### src/rtl/phase_sequencer.sv
// Instruction phase sequencer: walks fetch/decode/exec with configurable
// phase lengths, handles stall, halt and DMA bus hand-over at instruction boundaries.
module phase_sequencer #(
  parameter int FETCH_CYCLES  = 1,
  parameter int DECODE_CYCLES = 1,
  parameter int EXEC_CYCLES   = 1,
  parameter int LOG           = 0
) (
  input  logic       clk,
  input  logic       mr,
  input  logic       stall,
  input  logic       halt_req,
  input  logic       dma_req,
  output logic       phaseFetch,
  output logic       phaseDecode,
  output logic       phaseExec,
  output logic       _phaseFetch,
  output logic       dma_gnt,
  output logic       halted,
  output logic       pc_inc,
  output logic [2:0] state_dbg
);

  if (FETCH_CYCLES < 1 || FETCH_CYCLES > 15) begin : g_bad_fetch
    $error("phase_sequencer: FETCH_CYCLES must be 1..15");
  end
  if (DECODE_CYCLES < 1 || DECODE_CYCLES > 15) begin : g_bad_decode
    $error("phase_sequencer: DECODE_CYCLES must be 1..15");
  end
  if (EXEC_CYCLES < 1 || EXEC_CYCLES > 15) begin : g_bad_exec
    $error("phase_sequencer: EXEC_CYCLES must be 1..15");
  end
  if (LOG != 0 && LOG != 1) begin : g_bad_log
    $error("phase_sequencer: LOG must be 0 or 1");
  end

  typedef enum logic [2:0] {
    ST_RST    = 3'd0,
    ST_FETCH  = 3'd1,
    ST_DECODE = 3'd2,
    ST_EXEC   = 3'd3,
    ST_HALT   = 3'd4,
    ST_DMA    = 3'd5
  } state_t;

  state_t     state, next_state;
  logic [3:0] cnt, next_cnt;
  logic [3:0] phase_end;
  logic       phase_last;

  // Terminal count of the phase currently being executed.
  always_comb begin
    phase_end = 4'd0;
    case (state)
      ST_FETCH:  phase_end = 4'(FETCH_CYCLES - 1);
      ST_DECODE: phase_end = 4'(DECODE_CYCLES - 1);
      ST_EXEC:   phase_end = 4'(EXEC_CYCLES - 1);
      default:   phase_end = 4'd0;
    endcase
  end

  assign phase_last = (cnt == phase_end);

  always_ff @(posedge clk) begin
    if (mr) begin
      state <= ST_RST;
      cnt   <= 4'd0;
    end else begin
      state <= next_state;
      cnt   <= next_cnt;
    end
  end

  always_comb begin
    next_state = state;
    next_cnt   = cnt;
    case (state)
      ST_RST: begin
        next_state = ST_FETCH;
        next_cnt   = 4'd0;
      end
      ST_FETCH, ST_DECODE, ST_EXEC: begin
        if (!stall) begin
          if (phase_last) begin
            next_cnt = 4'd0;
            case (state)
              ST_FETCH:  next_state = ST_DECODE;
              ST_DECODE: next_state = ST_EXEC;
              default: begin
                // Instruction boundary: DMA outranks halt.
                if (dma_req)       next_state = ST_DMA;
                else if (halt_req) next_state = ST_HALT;
                else               next_state = ST_FETCH;
              end
            endcase
          end else begin
            next_cnt = cnt + 4'd1;
          end
        end
      end
      ST_HALT: begin
        next_cnt = 4'd0;
        if (dma_req)       next_state = ST_DMA;
        else if (!halt_req) next_state = ST_FETCH;
      end
      ST_DMA: begin
        next_cnt = 4'd0;
        if (!dma_req) next_state = halt_req ? ST_HALT : ST_FETCH;
      end
      default: begin
        next_state = ST_RST;
        next_cnt   = 4'd0;
      end
    endcase
  end

  assign phaseFetch  = (state == ST_FETCH);
  assign phaseDecode = (state == ST_DECODE);
  assign phaseExec   = (state == ST_EXEC);
  assign _phaseFetch = ~phaseFetch;
  assign dma_gnt     = (state == ST_DMA);
  assign halted      = (state == ST_HALT);
  assign pc_inc      = phaseExec && phase_last && !stall;
  assign state_dbg   = state;

endmodule
### config.mk
export PLATFORM = sky130hd
export DESIGN_NAME = phase_sequencer
export DESIGN_NICKNAME = d
export VERILOG_FILES = /design/src/rtl/phase_sequencer.sv
export SDC_FILE = /design/constraint.sdc
export NUM_CORES = 1
export LEC_CHECK = 0
export CORE_AREA = 2 2 39 41
export CTS_CLUSTER_DIAMETER = 100
export CTS_CLUSTER_SIZE = 25
export DETAILED_ROUTE_END_ITERATION = 8
export DIE_AREA = 0 0 41 43
export SYNTH_ARGS = -nofsm -noshare
export SYNTH_HDL_FRONTEND = slang
export SYNTH_SLANG_ARGS = --single-unit
### constraint.sdc
create_clock -name clk -period 2.8 [get_ports clk]
set_input_delay 0.42 -clock clk [delete_from_list [all_inputs] [get_ports clk]]
set_output_delay 0.42 -clock clk [all_outputs]
set_load 0.005 [all_outputs]
* After elaboration in Yosys (flattened, before gate mapping)
Index checks and enable logic that the tools add are counted.
** Word-level totals
- Input port bits :: 5
- Word-level logic and storage cells :: 32
- Output and inout port bits :: 10
- Register bits after elaboration :: 7
** Operators by class
- Add/subtract/negate cells :: 1
- Mux-type cells :: 10
- Equal/unequal tests :: 9
- Reductions and logical operators :: 8
- Bitwise logic cells :: 2
** Operators with widths (count)
- $mux 3 :: 7
- $pmux 3 s4 :: 1
- $eq 3x2->1 const B :: 2
- $eq 3x3->1 const B :: 2
- $ne 2x2->1 const B :: 3
- $pmux 3 s2 :: 1
- $add 4x1->4 const B :: 1
- $logic_not 4->1 :: 1
- $mux 4 :: 1
- $reduce_and 4->1 :: 1
- $eq 3x1->1 const B :: 1
- $logic_not 3->1 :: 1
- $ne 3x3->1 const B :: 1
- $reduce_or 3->1 :: 1
- $logic_and 1x1->1 :: 2
- $not 1->1 :: 2
- $reduce_or 2->1 :: 1
- $logic_not 1->1 :: 1

* Logic depth before layout (Yosys ltp)
- Word-level depth :: 6
- Mapped depth :: 6
- Depth with buffers taken out :: 6

* Worst setup path after synthesis
No wires, ideal clock.
- Kind :: register to output
- Start point :: register state[0] (netlist: state_dbg[0])
- End point :: output phaseFetch
- Slack :: 1364 ps
- Data arrival time :: 1016 ps
- Data required time :: 2380 ps
- Stages on the path, launching flop included :: 5
- Path buffers :: 1
- Cells stage by stage :: dfxtp_1 > buf_2 > inv_1 > or3_1 > inv_1
** On the way
- Longest elaborated chain between the ends :: 1
** RTL lines
- start: declaration :: line 46 : state_t state, next_state;
- start signal: assignment :: line 69 : state <= next_state;
- $eq 3x1->1 :: line 117 : assign phaseFetch = (state == ST_FETCH);
- end: declaration :: line 14 : output logic phaseFetch,
No other way between the ends.

* Worst setup path in the final report
- Start point :: input stall
- End point :: output pc_inc
** On the way
- Longest elaborated chain between the ends :: 2
** RTL lines
- start: declaration :: line 11 : input logic stall,
- $logic_not 1->1 :: line 123 : assign pc_inc = phaseExec && phase_last && !stall;
- $logic_and 1x1->1 :: line 123
- end: declaration :: line 20 : output logic pc_inc,
No other way between the ends.

==> impl_metrics.json <==
{
  "seq_area_frac_synth_pct": 32.9,
  "first_iter_violations": 5,
  "grt_max_degree": 12,
  "status": "completed",
  "worstSetupStartpoint": "stall",
  "synth_seq_cells": 7,
  "synth_edf_count": 0,
  "wire_per_inst_um": 10.4,
  "syn_to_final_growth_pct": 42.6,
  "nFillCells": 141,
  "max_freq_mhz": 409,
  "syn_nets": 61,
  "reg2reg_from": "cnt[0]",
  "cts.sink_count": 7,
  "synth.most_common_cell": "nor2_1",
  "grt_pass1_wl_mm": 1.58,
  "gp_congestion": 0.685,
  "rrSetupSlack_ps": 1370,
  "arrival_ps": 2030,
  "root_buffer": "clkbuf_4",
  "vias": 405,
  "cts_buffer_depth": 2,
  "drt_first_pass_iters": 4,
  "drv_cap": 0,
  "hold_viol_final": 0,
  "r2r-end": "state_dbg[0]",
  "insertion_delay_ps": 240,
  "synth.top_cell.area_share_pct": 32.9,
  "dpl.hpwl_um": 683,
  "crit_path_max_fanout": 6,
  "cp_slowest_cell": "clkdlybuf4s50_1",
  "rows": 14,
  "port_buffers": 14,
  "antenna_found_initial": 0,
  "yosysTopAreaCell": "dfxtp_1",
  "cp-start-kind": "input pin",
  "rsz0062_at_grt": "false",
  "finalWorstPathRequiredPeriod_ps": 2450,
  "maxSlewHeadroom_pct": 75.7,
  "synth_area_um2": 425,
  "period_share_pct": 87.3,
  "yosysWarnings": 0,
  "grtUsageTotal_pct": 13.8,
  "fin_cells": 87,
  "irDropWorstVdd_mv": 0.161,
  "diodes": 0,
  "start_util_pct": 30.7,
  "setup_viol": 0,
  "die-height_um": 43,
  "finalNetCount": 79,
  "cts_buffers": 3,
  "tightest_slew_ps": 364,
  "crit_top_cell": "clkdlybuf4s50_1",
  "clk_pin_slew_worst_paths_ps": 50,
  "ctsResizeCount": 0,
  "finClkSkew_ps": 1.20,
  "power_density_nw_per_um2": 488,
  "die_x_um": 41,
  "hold_class": "reg2reg",
  "cp_cell_sequence": "clkdlybuf4s50_1 -> nor4b_2 -> nand2_1 -> inv_1 -> clkdlybuf4s50_1",
  "power_leakage_nw": 0.240,
  "totalWireLength_um": 906,
  "crit_type": "in2out",
  "cts_hold_buffers": 0,
  "slew_viol_final": 0,
  "syn_avg_cell_area_um2": 7.88,
  "slowest_delay_ps": 510,
  "io_pins": 15,
  "tns_ps": 0,
  "core_area_um2": 1380,
  "viasPerCell": 4.66,
  "place_inst": 83,
  "grt_pass1_vias": 391,
  "ys_top_cells_by_area": "dfxtp_1, nor2_1, ha_1",
  "cts_tree": "yes",
  "drcViolationCount": 0,
  "crit_end": "pc_inc",
  "design.die.area_um2": 1760,
  "htreeDepth": 1,
  "crit_required_ps": 2380,
  "overflow": 0,
  "syn_inst": 54,
  "reg2reg_depth": 5,
  "yosys.cell_types.count": 22,
  "synth_common_cells": "nor2_1, dfxtp_1, inv_1",
  "drive_gt1_share_pct": 7.04,
  "async_flop_share_pct": 0,
  "synth_flop_cell": "dfxtp_1",
  "postCtsSetupRepairBufs": 0,
  "endpoint_kind": "output port",
  "antenna_left": 0
}
-- cell type report --
type	instances	area [um^2]	share of cell area [%]
multi-input combinational	39	254	41.9
tap	16	20.0	3.30
inverter	7	26.3	4.33
sequential	7	140	23.1
clock buffer	4	26.3	4.33
timing repair buffer	14	140	23.1
-- flip-flops by register name, summed over array words and instances, names as in the netlist --
register   count
cnt            4
state_dbg      3
-- how the worst min path moves through the flow --
stage / slack (ps) / cells past startpoint / end / startpoint
after global placement: 520 / 2 / cnt[1] / cnt[1]
final: 530 / 2 / cnt[1] / cnt[1]
after global routing: 560 / 2 / cnt[1] / cnt[1]
after detailed placement: 520 / 2 / cnt[1] / cnt[1]
after CTS: 530 / 2 / cnt[1] / cnt[1]
after floorplan: 490 / 2 / cnt[1] / cnt[1]
-- metal layers --
| layer | wire length (um) | vias up | global-route usage, % | share of wire (%) |
|---|---|---|---|---|
| li1 | - | 216 | - | - |
| met1 | 432 | 176 | 16.2 | 48 |
| met2 | 434 | 13 | 18.8 | 48 |
| met3 | 39 | 0 | 3.14 | 4.3 |
| met4 | 0 | 0 | 14.0 | 0 |
| met5 | 0 | - | 0 | 0 |
-- critical path: cells and delay by family --
kind	cells	cell delay [ps]
AND/OR/NAND/NOR	2	540
buffers and inverters	3	1060
-- report_power, final --
group	switching (mW)	leakage [nW]	internal, mW	total [mW]
clock network	0.0321	0.0150	0.0541	0.0862
registers	0.0163	0.0568	0.106	0.123
logic	0.0327	0.168	0.0547	0.0874
total	0.0811	0.240	0.215	0.296
-- logic make-up (layout without fill, tap and decap cells) --
group | after synthesis | count (layout) | share of synthesized area (%)
multiplexers | 2 | 2 | 4.71
flip-flops | 7 | 7 | 32.9
AO/OA/AOI/OAI | 9 | 9 | 14.7
buffers and inverters | 8 | 25 | 7.35
XOR/XNOR | 2 | 2 | 4.12
adder cells (fa/ha/maj) | 2 | 2 | 5.88
AND/OR/NAND/NOR | 24 | 24 | 30.3
-- stage by stage --
stage	hold slack (ps)	total power, mW	setup slack (ps)	instance area, um^2	util [%]
global placement	523	0.212	363	581	42.0
global route	561	0.323	220	607	43.9
finish	526	0.296	354	607	43.9
CTS	535	0.304	348	607	43.9
detailed placement	524	0.211	361	581	42.0
floorplan	490	0.164	1360	425	-
-- cells in the final DEF, fill, tap and decap left out, drive strengths merged, types with 2 or more instances in the layout --
cell and count:
a21oi 3, ha 2, mux2i 2, dfxtp 7, clkbuf 4, or3 2
nand2 2, nor3 2, nor2 10, clkdlybuf4s50 14, nand2b 4, inv 7
xor2 2, a211oi 2
Power figures use the tool's default switching activity.
